$ cat src/rtl/word_serializer_hs.sv
// Word-to-bit serializer for the modem transmit path: per-word bit order, optional
// DPSK encoding, valid/ready on both sides and a one-deep pending slot for gapless streaming.
//
// state  | meaning
// S_IDLE | active slot empty, bit outputs driven 0
// S_BUSY | active slot holds a word, bit_out presents its current bit
module word_serializer_hs #(
    parameter int   WIDTH     = 12,
    parameter int   CNT_W     = 6,
    parameter logic DIFF_INIT = 1'b0
) (
    input  logic             clk,
    input  logic             rst_n,
    input  logic [WIDTH-1:0] word_in,
    input  logic             word_valid,
    output logic             word_ready,
    input  logic             lsb_first,
    input  logic             diff_en,
    output logic             bit_out,
    output logic             bit_valid,
    input  logic             bit_ready,
    output logic             bit_first,
    output logic             bit_last,
    output logic             busy
);
    typedef enum logic {S_IDLE, S_BUSY} act_state_t;

    localparam logic [CNT_W-1:0] LAST_IDX = CNT_W'(WIDTH - 1);

    act_state_t       state, state_n;
    logic [WIDTH-1:0] act_shift, act_shift_n;
    logic [CNT_W-1:0] act_idx, act_idx_n;
    logic             act_diff, act_diff_n;
    logic             pend_full, pend_full_n;
    logic [WIDTH-1:0] pend_word, pend_word_n;
    logic             pend_lsb, pend_lsb_n;
    logic             pend_diff, pend_diff_n;
    logic             hist, hist_n;
    logic             rdy_q;
    logic             out_bit, out_bit_n;
    logic             out_first, out_first_n;
    logic             out_last, out_last_n;

    logic             xfer, last_xfer, accept, act_free;
    logic             ld;
    logic [WIDTH-1:0] ld_word, ld_ord;
    logic             ld_lsb, ld_diff;

    always_ff @(posedge clk or negedge rst_n) begin
        if (!rst_n) begin
            state     <= S_IDLE;
            act_shift <= '0;
            act_idx   <= '0;
            act_diff  <= 1'b0;
            pend_full <= 1'b0;
            pend_word <= '0;
            pend_lsb  <= 1'b0;
            pend_diff <= 1'b0;
            hist      <= DIFF_INIT;
            rdy_q     <= 1'b0;
            out_bit   <= 1'b0;
            out_first <= 1'b0;
            out_last  <= 1'b0;
        end else begin
            state     <= state_n;
            act_shift <= act_shift_n;
            act_idx   <= act_idx_n;
            act_diff  <= act_diff_n;
            pend_full <= pend_full_n;
            pend_word <= pend_word_n;
            pend_lsb  <= pend_lsb_n;
            pend_diff <= pend_diff_n;
            hist      <= hist_n;
            rdy_q     <= ~pend_full_n;
            out_bit   <= out_bit_n;
            out_first <= out_first_n;
            out_last  <= out_last_n;
        end
    end

    always_comb begin
        state_n     = state;
        act_shift_n = act_shift;
        act_idx_n   = act_idx;
        act_diff_n  = act_diff;
        pend_full_n = pend_full;
        pend_word_n = pend_word;
        pend_lsb_n  = pend_lsb;
        pend_diff_n = pend_diff;
        out_bit_n   = out_bit;
        out_first_n = out_first;
        out_last_n  = out_last;
        ld          = 1'b0;
        ld_word     = word_in;
        ld_lsb      = lsb_first;
        ld_diff     = diff_en;
        ld_ord      = '0;

        xfer      = (state == S_BUSY) && bit_ready;
        last_xfer = xfer && (act_idx == LAST_IDX);
        accept    = word_valid && rdy_q;
        act_free  = (state == S_IDLE) || last_xfer;
        // history follows whatever bit actually left, encoded or not
        hist_n    = xfer ? out_bit : hist;

        if (act_free) begin
            if (pend_full) begin
                ld          = 1'b1;
                ld_word     = pend_word;
                ld_lsb      = pend_lsb;
                ld_diff     = pend_diff;
                pend_full_n = 1'b0;
            end else if (accept) begin
                ld = 1'b1;
            end else begin
                state_n     = S_IDLE;
                out_bit_n   = 1'b0;
                out_first_n = 1'b0;
                out_last_n  = 1'b0;
            end
        end else begin
            if (accept) begin
                pend_full_n = 1'b1;
                pend_word_n = word_in;
                pend_lsb_n  = lsb_first;
                pend_diff_n = diff_en;
            end
            if (xfer) begin
                act_shift_n = act_shift << 1;
                act_idx_n   = act_idx + CNT_W'(1);
                out_first_n = 1'b0;
                out_last_n  = (act_idx_n == LAST_IDX);
                out_bit_n   = act_shift_n[WIDTH-1] ^ (act_diff & hist_n);
            end
        end

        // words are stored in emission order so the shifter always leaves from the top
        if (ld) begin
            for (int i = 0; i < WIDTH; i++)
                ld_ord[i] = ld_lsb ? ld_word[WIDTH-1-i] : ld_word[i];
            state_n     = S_BUSY;
            act_shift_n = ld_ord;
            act_idx_n   = '0;
            act_diff_n  = ld_diff;
            out_first_n = 1'b1;
            out_last_n  = (WIDTH == 1);
            out_bit_n   = ld_ord[WIDTH-1] ^ (ld_diff & hist_n);
        end
    end

    assign bit_valid  = (state == S_BUSY);
    assign bit_out    = out_bit;
    assign bit_first  = out_first;
    assign bit_last   = out_last;
    assign word_ready = rdy_q;
    assign busy       = (state == S_BUSY) || pend_full;

endmodule
$ cat config.mk
export PLATFORM = sky130hd
export DESIGN_NAME = word_serializer_hs
export DESIGN_NICKNAME = d
export VERILOG_FILES = /design/src/rtl/word_serializer_hs.sv
export SDC_FILE = /design/constraint.sdc
export NUM_CORES = 1
export LEC_CHECK = 0
export CAP_MARGIN = 10
export CELL_PAD_IN_SITES_DETAIL_PLACEMENT = 0
export CELL_PAD_IN_SITES_GLOBAL_PLACEMENT = 2
export CORE_ASPECT_RATIO = 1.75
export CORE_UTILIZATION = 30
export DETAILED_ROUTE_END_ITERATION = 8
export PLACE_DENSITY = 0.77
export SKIP_CTS_REPAIR_TIMING = 1
export SYNTH_ARGS = -nofsm -noshare
export SYNTH_HDL_FRONTEND = slang
export SYNTH_SLANG_ARGS = --single-unit
export TNS_END_PERCENT = 5
$ cat constraint.sdc
create_clock -name clk -period 1.9 [get_ports clk]
set_input_delay 0.475 -clock clk [delete_from_list [all_inputs] [get_ports clk]]
set_output_delay 0.475 -clock clk [all_outputs]
set_load 0.005 [all_outputs]
==> results.sh <==
export IMPL_dp_hpwl_mm=4.45
export IMPL_hold_viol_final=0
export IMPL_cts_htree_levels=2
export IMPL_grt_pass1_wl_mm=9.92
export IMPL_drc=0
export IMPL_synth_ff_type="dfrtp_1"
export IMPL_pwr_share_comb_pct=39.8
export IMPL_max_stage_delay_ns=0.44
export IMPL_end_kind="flip-flop"
export IMPL_pwr_share_seq_pct=33.4
export IMPL_drt_pass1_iter_count=4
export IMPL_finClkSkew_ns=0.00310
export IMPL_dieWidth_um=69.5
export IMPL_port_buffers=23
export IMPL_crit_buf_inv=0
export IMPL_synth_area_leader_cell="dfrtp_1"
export IMPL_via_per_inst=5.07
export IMPL_outcome="complete, no violations"
export IMPL_p_switching_mw=1.27
export IMPL_clkLatencyLatePin_ns=0.28
export IMPL_wl_per_cell_um=15.4
export IMPL_die_area_um2=8350
export IMPL_worstMarginPinSlew_ns=0.449
export IMPL_powerDensity_nw_per_um2=1270
export IMPL_peakVddDrop_uv=414
export IMPL_crit_fanout=14
export IMPL_synth_most_common_cell="dfrtp_1"
export IMPL_postSynth_asyncResetShare_pct=100
export IMPL_cp_required_ns=2.07
export IMPL_synthXorXnorAreaFrac_pct=0.733
export IMPL_die_y_um=120
export IMPL_grt_pass1_vias=2035
export IMPL_ys_types=44
export IMPL_drive_gt1_share_pct=27.7
export IMPL_clockPowerShare_pct=26.8
export IMPL_yosys_area_share_simple_pct=14.1
export IMPL_synthCells=244
export IMPL_crit_type="flip-flop to flip-flop"
export IMPL_hold_class="input port to asynchronous set/reset pin"
export IMPL_switching_share_pct=31.2
export IMPL_clkTransAtPathRegs_ns=0.06
export IMPL_cts_tree="done"
export IMPL_instances_no_fill=388
export IMPL_grt_usage_pct=15.4
export IMPL_cts_sinks=39
export IMPL_maxSlewHeadroom_pct=70.1
export IMPL_syn_area_per_cell_um2=9.80
export IMPL_synthToLayoutAreaGrowth_pct=34.6
export IMPL_layout_min_cycle_time_ns=1.90
export IMPL_synth_top_family_by_area="compound AO/OA/AOI/OAI gates"
export IMPL_finalNetCount=319
export IMPL_finalInstanceArea_um2=3220
export IMPL_cpMaxStageDelayCell="or3b_4"
export IMPL_dpl_cell_area_um2=3000
export IMPL_synth_compound_area_share_pct=21.4
export IMPL_diodes=0
export IMPL_grt_start_max_net_pins=25
export IMPL_p_leak_nw=1.42
export IMPL_vias=1966
export IMPL_start_util_pct=31.4
export IMPL_synth_seq_cells=39
export IMPL_antenna_found_initial=0
export IMPL_synth_area_um2=2390
export IMPL_cp_start_kind="flip-flop"
export IMPL_yosys_top_cells_area="dfrtp_1, mux2i_1, mux2_4"
export IMPL_rsz0062_at_grt="yes"
export IMPL_cpLargestDelayFamily="simple AND/OR/NAND/NOR gates"
export IMPL_cts_buffer_depth=2
export IMPL_synth_edf_count=0
export IMPL_synth_yosys_warnings=0
export IMPL_synth_commonest_cells="dfrtp_1, nand2_1, a211oi_1, mux2i_1, a21oi_1"
export IMPL_critPathArrivalTime_ns=2.06
export IMPL_numCtsBuffers=5
export IMPL_postRouteAntennaNets=0
export IMPL_period_share_pct=99.8
export IMPL_fmax_mhz=527
export IMPL_internal_power_mw=2.80
export IMPL_synthMuxAreaShare_pct=16.2
export IMPL_core_um2=7620
export IMPL_pin_count=24
export IMPL_synth_fp_nets=264
export IMPL_grt_overflow=0
export IMPL_gp_congestion=0.736
export IMPL_path_cells="or3b_4 -> o31a_4 -> nand3_4 -> mux2_2"
export IMPL_yosys_area_share_adder_pct=1.05
export IMPL_ys_seq_area_share_pct=40.8
export IMPL_synth_top_cell_area_share_pct=40.8
export IMPL_floorplan_rows=42
export IMPL_dp_cells=380
export IMPL_finalWirelength_mm=5.97
export IMPL_setup_viol=0
export IMPL_root_buffer="clkbuf_16"
export IMPL_slew_violations=0
export IMPL_max_cap_violations=0
export IMPL_drt_iter0_drc=145
## layer usage
metal	up-vias	global-route usage [%]	share of wire (%)
li1	983	-	-
met2	22	27.3	54
met3	10	3.11	2.0
met4	0	8.04	2.7
met5	-	0	0
met1	951	17.1	41
## power by group through the flow
stage                     clock network (mW)  logic (mW)  registers, mW
after floorplan                            0        1.04           1.29
after global placement                     0        1.60           1.36
after detailed placement                   0        1.62           1.37
after CTS                               1.12        1.63           1.36
after global routing                    1.16        1.79           1.40
final                                   1.09        1.62           1.36
## cell families after synthesis
| logic type | Yosys count |
|---|---|
| buffers and inverters | 29 |
| xor gates and xnor gates | 2 |
| muxes | 33 |
| and+or+nand+nor | 66 |
| adders and majority gates | 2 |
| DFF | 39 |
| AOI/OAI and AO/OA | 73 |
## cell usage in the layout (no fill, tap or decap), types with 5 or more instances in the layout
master	count
clkdlybuf4s50_1	20
o22ai_1	9
o21ai_0	8
a21oi_1	14
dfrtp_1	38
inv_1	11
a211oi_1	17
mux2_4	11
o21ai_1	9
buf_4	39
nand3_1	5
clkbuf_16	5
mux2_2	5
nand2_1	29
nor2b_1	12
mux2i_1	17
nor2_1	7
## worst paths after layout
path	start	endpoint	slack, ns	cells after the start
worst max-delay path	act_idx[2]$_DFFE_PN0P_	pend_word[0]$_DFFE_PN0P_	0.004	4
worst min-delay path	rst_n	act_idx[0]$_DFFE_PN0P_	0.13	1
worst max register to register	act_idx[2]$_DFFE_PN0P_	pend_word[0]$_DFFE_PN0P_	0.004	4
worst min register to register	act_shift[9]$_DFFE_PN0P_	act_shift[9]$_DFFE_PN0P_	0.48	2
max in group asynchronous	rst_n	bit_valid$_DFFE_PN0P_	1.28	2
min in group clk	act_shift[9]$_DFFE_PN0P_	act_shift[9]$_DFFE_PN0P_	0.48	2
## final cells by class
type	instances	area, um2
Clock buffer	5	125
Clock inverter	3	67.6
Fill cell	752	4400
Inverter	11	41.3
Multi-Input combinational cell	176	1300
Sequential cell	39	977
Tap cell	88	110
Timing Repair Buffer	66	594
## worst register-to-register path, cell delays in order (launching register included)
cell     delay [ns]
dfrtp_1        0.39
or3b_4         0.44
o31a_4         0.33
nand3_4        0.25
mux2_2         0.38
## per-stage QoR
step,setup TNS [ns],setup slack (ns),util (%),power (mW),hold WS [ns]
2_1_floorplan,-0.0693,-0.00693,-,2.32,0.179
3_5_place_dp,-8.21,-0.374,39.4,2.99,0.444
5_1_grt,-0.0841,-0.0365,42.2,4.35,0.161
6_report,0,0.00355,42.2,4.07,0.133
3_3_place_gp,-7.06,-0.351,39.4,2.96,0.439
4_1_cts,-0.575,-0.118,41.9,4.11,0.143
## registers in the layout, indices dropped and copies added, names as in the netlist
name	cells
pend_diff	1
act_idx	6
act_diff	1
pend_lsb	1
bit_valid	1
bit_last	1
pend_word	12
word_ready	1
bit_out	1
bit_first	1
hist	1
pend_full	1
act_shift	11
Note: power is estimated with default switching activity, not from simulation.
